## src/rtl/fetch_stage.sv

```systemverilog
// -----------------------------------------------------------------------------
// fetch_stage
//   Instruction-fetch stage of a 5-stage pipeline. Holds the program counter,
//   applies branch/jump redirects, and owns the IF/ID pipeline register.
//   A redirect that arrives while the PC is stalled is parked in a pending
//   register (FSM state HOLD) and applied on the first unstalled cycle.
//
// Configuration macro:
//   BRANCH_FLUSH_EN - when defined, the wrong-path instruction fetched in the
//                     redirect cycle (or the cycle leaving HOLD) is squashed
//                     into a bubble. When undefined, that instruction enters ID
//                     normally (one architectural delay slot).
//
// Ports:
//   clk, reset        clock, asynchronous active-high reset
//   Stall_IF          hold the PC this cycle
//   Stall_ID          hold the IF/ID register this cycle (overrides flush)
//   Branch_Taken/Branch_Target, Jump/Jump_Target
//                     redirect requests from ID; Jump has priority
//   Instruction_Mem   combinational instruction-memory data for PC_out
//   PC_out            current fetch address (the PC register itself)
//   Instruction_ID, PC_Plus4_ID, Valid_ID
//                     IF/ID register contents
//   Redirect_Pending  high while a stalled redirect is parked (state HOLD)
//   o_dbg_state       FSM state for observation (0 = RUN, 1 = HOLD)
//
// There is no valid/ready handshake here: flow control is by the two stall
// inputs only. A stall input high means the corresponding register keeps its
// value on the next edge; low means it loads.
// -----------------------------------------------------------------------------
module fetch_stage #(
    parameter logic [31:0] RESET_PC = 32'h0040_0000,
    parameter logic [31:0] NOP_WORD = 32'h0000_0000
) (
    input  logic        clk,
    input  logic        reset,
    input  logic        Stall_IF,
    input  logic        Stall_ID,
    input  logic        Branch_Taken,
    input  logic [31:0] Branch_Target,
    input  logic        Jump,
    input  logic [31:0] Jump_Target,
    input  logic [31:0] Instruction_Mem,
    output logic [31:0] PC_out,
    output logic [31:0] Instruction_ID,
    output logic [31:0] PC_Plus4_ID,
    output logic        Valid_ID,
    output logic        Redirect_Pending,
    output logic        o_dbg_state
);

    typedef enum logic {
        RUN  = 1'b0,
        HOLD = 1'b1
    } state_t;

    state_t      r_state;
    logic [31:0] r_pc;
    logic [31:0] r_pending;
    logic [31:0] r_instr_id;
    logic [31:0] r_pc4_id;
    logic        r_valid_id;

    logic        w_redirect;
    logic [31:0] w_target;
    logic [31:0] w_pc_plus4;
    logic        w_leave_hold;
    logic        w_flush;

    assign w_redirect   = Jump | Branch_Taken;
    assign w_target     = Jump ? Jump_Target : Branch_Target;
    // 32-bit add wraps naturally at the top of the address space.
    assign w_pc_plus4   = r_pc + 32'd4;
    assign w_leave_hold = (r_state == HOLD) && !Stall_IF;

`ifdef BRANCH_FLUSH_EN
    assign w_flush = w_redirect | w_leave_hold;
`else
    assign w_flush = 1'b0;
`endif

    // PC and redirect FSM.
    always_ff @(posedge clk or posedge reset) begin
        if (reset) begin
            r_pc      <= RESET_PC;
            r_pending <= 32'h0;
            r_state   <= RUN;
        end else if (!Stall_IF) begin
            // A fresh redirect beats a parked one: it is the newer decision.
            if (w_redirect) begin
                r_pc <= w_target;
            end else if (r_state == HOLD) begin
                r_pc <= r_pending;
            end else begin
                r_pc <= w_pc_plus4;
            end
            r_state <= RUN;
        end else if (w_redirect) begin
            // PC is frozen; park the target. Later redirects overwrite it.
            r_pending <= w_target;
            r_state   <= HOLD;
        end
    end

    // IF/ID pipeline register. Stall_ID wins over any flush.
    always_ff @(posedge clk or posedge reset) begin
        if (reset) begin
            r_instr_id <= NOP_WORD;
            r_pc4_id   <= 32'h0;
            r_valid_id <= 1'b0;
        end else if (!Stall_ID) begin
            if (w_flush) begin
                r_instr_id <= NOP_WORD;
                r_pc4_id   <= 32'h0;
                r_valid_id <= 1'b0;
            end else begin
                r_instr_id <= Instruction_Mem;
                r_pc4_id   <= w_pc_plus4;
                r_valid_id <= 1'b1;
            end
        end
    end

    assign PC_out           = r_pc;
    assign Instruction_ID   = r_instr_id;
    assign PC_Plus4_ID      = r_pc4_id;
    assign Valid_ID         = r_valid_id;
    assign Redirect_Pending = (r_state == HOLD);
    assign o_dbg_state      = r_state;

endmodule

```

## config.mk

```make
export PLATFORM = sky130hd
export DESIGN_NAME = fetch_stage
export DESIGN_NICKNAME = d
export VERILOG_FILES = /design/src/rtl/fetch_stage.sv
export SDC_FILE = /design/constraint.sdc
export NUM_CORES = 1
export LEC_CHECK = 0
export CORE_UTILIZATION = 43
export CTS_CLUSTER_DIAMETER = 150
export CTS_CLUSTER_SIZE = 12
export DETAILED_ROUTE_END_ITERATION = 8
export PLACE_DENSITY_LB_ADDON = 0.3
export SYNTH_ARGS = -nofsm -noshare
export SYNTH_HDL_FRONTEND = slang
export SYNTH_SLANG_ARGS = --single-unit
export TNS_END_PERCENT = 20
```

## constraint.sdc

```tcl
create_clock -name clk -period 4.2 [get_ports clk]
set_input_delay 0.63 -clock clk [delete_from_list [all_inputs] [get_ports clk]]
set_output_delay 0.63 -clock clk [all_outputs]
set_load 0.02 [all_outputs]
```

==> metrics.cfg, run 1 <==
[grt]
antenna_found_initial=0
grt-ovfl-total=0
grt_usage_pct=23.6
grt_pass1_vias=5626
grt_pass1_wl_microns=29800
grt_max_degree=113

[final_layout]
areaGrowthSynthToFinish_pct=39.2
drive_above_1_share_pct=10.1
fillers=1282
instances_no_fill=1065
antenna_cells=0
nets=970

[sta]
min_period_ps=2520
setup_viol=0
final.setup.tns_ps=0
tightest_slew_ps=1030
rsz0062_at_grt=no
skew_ps=5.94
fmax_mhz=397
finalHoldViolCount=0
slew_headroom_pct=31.1
fin_crit_sh_pct=60.0
drv_slew=0

[synthesis]
ys_warn_count=0
synthArstFlopShare_pct=100
synth_area_per_cell_sq_um=9.70
synth_edf_count=0
ys_seq_area_share_pct=48.5
synth_commonest_cells=dfrtp_1, nand2_1, o21ai_0
ys_seq_elements=130
synth_nets=795
synth_top_area_share_pct=48.1
synth_area_sq_um=6710
synth_cells=692
synth.area.top_cells=dfrtp_1, o21ai_0, mux2_2
synth_cell_type_count=57
synth_most_common_cell=dfrtp_1
ys.flop_type=dfrtp_1
yosysTopAreaCell=dfrtp_1

[flow_run]
drv_cap=0

[pwr]
power_mw=3.95
leakage_nw=3.88
powerDensity_nw_per_um2=423
vdd_drop_max_uv=297

[routing]
first_pass_iters=8
drt_iter0_drc=485
ant_nets=0
wl_per_cell_microns=17.0
vias_per_cell=5.48
route.vias.total=5839
routed_wl_microns=18100
drc_errors=0

[worst_setup_path]
path_cells=clkdlybuf4s50_1
end_kind=output port
start_kind=flop
crit_path_max_incr_delay_ps=740
slowest_stage=dfrtp_1
crit_family=flip-flops
path_max_fanout=20
critPathKind=reg2out
crit_arrival_ps=1890
cp_num_buf_inv=1
crit_required_ps=3570

[placement]
placedCellCount=1036
place.gp.congestion=0.829
io_buffer_count=200
dpl.hpwl_microns=12700

[clocking]
cts.htree.levels=4
clk_latency_ps=410
cts_sinks=130
cts_setup_buffers=0
cts-root-buf=clkbuf_16
cts-hold-fix-buffers=0
cts_buffers=17
clk_pin_slew_ps=60
tritoncts=done
cts_resized=0
ctsLongestPathBuffers=2

[die]
die_height_microns=127
die_area_sq_um=16100
die_w_microns=127
ioPinCount=201
initial_core_util_pct=44.1
rows=45
coreArea_sq_um=15200

[hold_path]
min_path_type=reg2reg

[run_status]
outcome=finished clean

==> area by class of cell <==
cell class	count	area [sq um]	area share (%)
Sequential cell	130	3250	34.8
Multi-Input combinational cell	499	3190	34.1
Timing Repair Buffer	209	2060	22.1
Clock buffer	22	454	4.86
Tap cell	188	235	2.52
Clock inverter	7	110	1.18
Inverter	10	42.5	0.455
==> routing by layer <==
metal / up-vias / wire [microns] / global-route usage [%]
li1: 2816 / - / -
met1: 2753 / 8350 / 34.2
met2: 235 / 8000 / 34.0
met3: 35 / 1260 / 4.72
met4: 0 / 450 / 10.4
met5: - / 0 / 0
==> worst paths after layout <==
path,slack [ps],cells after the start,start,to
worst max-delay path,1680,1,Redirect_Pending$_DFFE_PP0P_,Redirect_Pending
worst min-delay path,470,2,r_pending[5]$_DFFE_PP0P_,r_pending[5]$_DFFE_PP0P_
worst max register to register,1690,6,PC_out[2]$_DFFE_PP0N_,PC_out[16]$_DFFE_PP0N_
worst min register to register,470,2,r_pending[5]$_DFFE_PP0P_,r_pending[5]$_DFFE_PP0P_
max in group asynchronous,2530,3,reset,Instruction_ID[13]$_DFFE_PP0N_
min in group asynchronous,780,2,reset,Instruction_ID[23]$_DFFE_PP0N_
==> placed cells by master (no fill, tap or decap), types with 4 or more instances in the layout <==
cell type / count
a21oi_1: 28
a221oi_1: 9
a22oi_1: 9
a31oi_1: 9
and3_1: 6
buf_4: 10
clkbuf_1: 4
clkbuf_16: 17
clkdlybuf4s50_1: 198
clkinv_2: 4
dfrtp_1: 129
inv_1: 9
mux2_2: 38
mux2i_1: 34
nand2_1: 106
nand3_1: 19
nand3b_1: 12
nand4_1: 4
nor2_1: 25
nor2b_1: 4
nor3_1: 8
o21ai_0: 97
or4_1: 5
xnor2_1: 14
xor2_1: 14
==> registers in the layout, summed over array words and instances (netlist names) <==
name,cells
r_pending,32
PC_Plus4_ID,32
Valid_ID,1
PC_out,32
Instruction_ID,32
Redirect_Pending,1
==> per-stage QoR <==
stage	hold WS [ps]	utilization [%]	setup slack, ps	area (sq um)
after global routing	475	61.5	1510	9340
after detailed placement	454	57.8	1420	8780
after CTS	470	61.5	1690	9340
after floorplan	441	-	102	6710
after global placement	452	57.8	1510	8780
final	473	61.5	1680	9340
==> power by group <==
group / switching (mW) / total, mW / internal [mW]
clock: 0.504 / 1.44 / 0.933
sequential: 0.148 / 1.57 / 1.42
combinational: 0.478 / 0.946 / 0.468
==> logic make-up (layout without fill, tap and decap cells) <==
group | Yosys count | in the layout | synth area share, %
xor gates and xnor gates | 28 | 28 | 3.65
and+or+nand+nor | 216 | 216 | 16.1
adders and majority gates | 1 | 1 | 0.186
AOI/OAI and AO/OA | 182 | 182 | 16.0
buffers and inverters | 63 | 248 | 4.08
muxes | 72 | 72 | 11.4
DFF | 130 | 130 | 48.5
Note: power is estimated with default switching activity, not from simulation.
==> run 2: changes to the inputs <==
==> constraint.sdc (replaced) <==
create_clock -name clk -period 2.3 [get_ports clk]
set_input_delay 0.345 -clock clk [delete_from_list [all_inputs] [get_ports clk]]
set_output_delay 0.345 -clock clk [all_outputs]
set_load 0.02 [all_outputs]
==> run 2 against run 1 <==
  * Sequential share of layout area down 1.2 points
  * Clock power increased by 99%
  * Wire length grew 4.3%
  * Total power up 91%
  * Count of clock-buffer cells in the layout grew 2
  * Core utilization up 2.2 points
  * Register-to-register slack lost 1400 ps
==> metrics.cfg, run 2 (synthesis results as in run 1) <==
[placement]
io_buffer_count=200  ; unchanged
placed_cell_area_sq_um=9060  ; +3.1%
dpl.hpwl_microns=13900  ; +9.6%
place.gp.congestion=0.837  ; +0.89%

[grt]
grt-ovfl-total=0  ; unchanged
grt_usage_pct=24.2  ; +0.56 points
grt_pass1_wl_microns=30000  ; +0.70%
antenna_found_initial=0  ; unchanged
grtUsageMet1_pct=34.3  ; +0.065 points
met2_usage_pct=36.3  ; +2.3 points
grt_max_degree=64  ; -43%
grt_busiest_layer=met2
grt_pass1_vias=5630  ; +0.071%
use_met3_pct=5.15  ; +0.42 points

[clocking]
tritoncts=done
ctsLongestPathBuffers=2  ; unchanged
cts_sinks=130  ; unchanged
cts.htree.levels=4  ; unchanged
cts_buffers=17  ; unchanged
clk_pin_slew_ps=50  ; about the same
cts-hold-fix-buffers=0  ; unchanged
cts_resized=0  ; unchanged
clk_latency_ps=430  ; +20 ps
cts-root-buf=clkbuf_16
cts_setup_buffers=0  ; unchanged

[pwr]
vdd_drop_max_uv=539  ; +82%
leakage_nw=4.05  ; +4.5%
powerDensity_nw_per_um2=779  ; +84%
p_sw_mw=2.16  ; +91%
power_switching_share_pct=28.7  ; +0.10 points
seqPwrFrac_pct=37.8  ; -1.9 points
power_mw=7.54  ; +91%
clkPwrFrac_pct=38.1  ; +1.8 points
power_frac_comb_pct=24.1  ; +0.2 points
p_int_mw=5.38  ; +90%

[die]
coreArea_sq_um=15200  ; unchanged
die_area_sq_um=16100  ; unchanged
die_height_microns=127  ; unchanged
initial_core_util_pct=44.1  ; unchanged
die_w_microns=127  ; unchanged
ioPinCount=201  ; unchanged
rows=45  ; unchanged

[worst_setup_path]
cp_num_buf_inv=1  ; unchanged
start_kind=flop
crit_arrival_ps=1790  ; -100 ps
end_kind=output port
critPathKind=reg2out
path_max_fanout=14  ; -30%
crit_path_max_incr_delay_ps=700  ; -40 ps
slowest_stage=clkdlybuf4s50_1
crit_family=buffers and inverters
path_cells=clkdlybuf4s50_1
crit_required_ps=1960  ; -1610 ps

[run_status]
outcome=finished clean

[routing]
drt_iter0_drc=385  ; -21%
drc_errors=0  ; unchanged
routed_wl_microns=18800  ; +4.3%
wl_per_cell_microns=17.2  ; +1.2%
route.vias.total=5967  ; +2.2%
first_pass_iters=5  ; -3
ant_nets=0  ; unchanged
vias_per_cell=5.43  ; -0.88%

[hold_path]
min_path_type=in2async

[sta]
final.setup.tns_ps=0  ; unchanged
slew_headroom_pct=53.8  ; +23 points
tightest_slew_ps=693  ; -340 ps
setup_viol=0  ; unchanged
fin_crit_sh_pct=92.7
fmax_mhz=469
rsz0062_at_grt=no
skew_ps=10.1  ; +4.18 ps
min_period_ps=2130
finalHoldViolCount=0  ; unchanged
drv_slew=0  ; unchanged

[flow_run]
drv_cap=0  ; unchanged

[final_layout]
fillers=1268  ; -1.1%
final_common_cell=clkdlybuf4s50_1
nets=1000  ; +3.1%
antenna_cells=0  ; unchanged
final_area_sq_um=9680  ; +3.6%
final_cell_mix=clkdlybuf4s50_1, dfrtp_1, nand2_1
areaGrowthSynthToFinish_pct=44.2
drive_above_1_share_pct=13.3  ; +3.1 points

-- run 2: per-stage QoR --
stage	hold WS, ps	instances	utilization, %	worst slack, ps
finish	271	1098	63.7	168
global route	294	1098	63.7	84.5
CTS	279	1098	63.7	135
detailed placement	455	1066	59.6	157
global placement	454	1066	59.6	234
floorplan	441	692	-	329
-- run 2: path summary, 6_finish.rpt --
| path | to | from | slack [ps] | cells past startpoint |
|---|---|---|---|---|
| worst min-delay path | Instruction_ID[16]$_DFFE_PP0N_ | reset | 270 | 2 |
| worst min register to register | Valid_ID$_DFFE_PP0N_ | Valid_ID$_DFFE_PP0N_ | 480 | 1 |
| min in group clk | r_pending[1]$_DFFE_PP0P_ | Jump | 440 | 3 |
| max in group asynchronous | PC_out[22]$_DFFE_PP1N_ | reset | 1350 | 3 |
| worst max register to register | PC_out[25]$_DFFE_PP0N_ | PC_out[8]$_DFFE_PP0N_ | 250 | 5 |
| worst max-delay path | Redirect_Pending | Redirect_Pending$_DFFE_PP0P_ | 170 | 1 |
-- run 2: final cells by class --
class | count | area (sq um) | area share [%]
Sequential cell | 130 | 3250 | 33.6
Clock inverter | 8 | 151 | 1.56
Timing Repair Buffer | 239 | 2340 | 24.2
Clock buffer | 24 | 472 | 4.87
Inverter | 10 | 41.3 | 0.427
Tap cell | 188 | 235 | 2.43
Multi-Input combinational cell | 499 | 3190 | 32.9
-- run 2: power groups by stage --
stage / Sequential [mW] / Combinational (mW) / Clock [mW]
after floorplan: 3.13 / 0.623 / 0
after global placement: 2.87 / 1.79 / 0
after detailed placement: 2.89 / 1.82 / 0
after CTS: 2.85 / 1.83 / 2.90
after global routing: 2.89 / 1.95 / 3.02
final: 2.85 / 1.82 / 2.87
-- run 2: metal layers --
layer  vias to the layer above  wire length [microns]
met5                         -                      0
met4                         0                    361
met3                        25                   1290
met2                       227                   8440
met1                      2825                   8760
li1                       2890                      -
==> run 3: changes to the inputs <==
--- a/config.mk
+++ b/config.mk
@@ -5,6 +5,7 @@
 export SDC_FILE = /design/constraint.sdc
 export NUM_CORES = 1
 export LEC_CHECK = 0
+export ABC_CLOCK_PERIOD_IN_PS = 2300
 export CORE_UTILIZATION = 43
 export CTS_CLUSTER_DIAMETER = 150
 export CTS_CLUSTER_SIZE = 12
==> results of run 3 <==
Same layout as run 2: the final DEF is identical, and so are final timing and power.
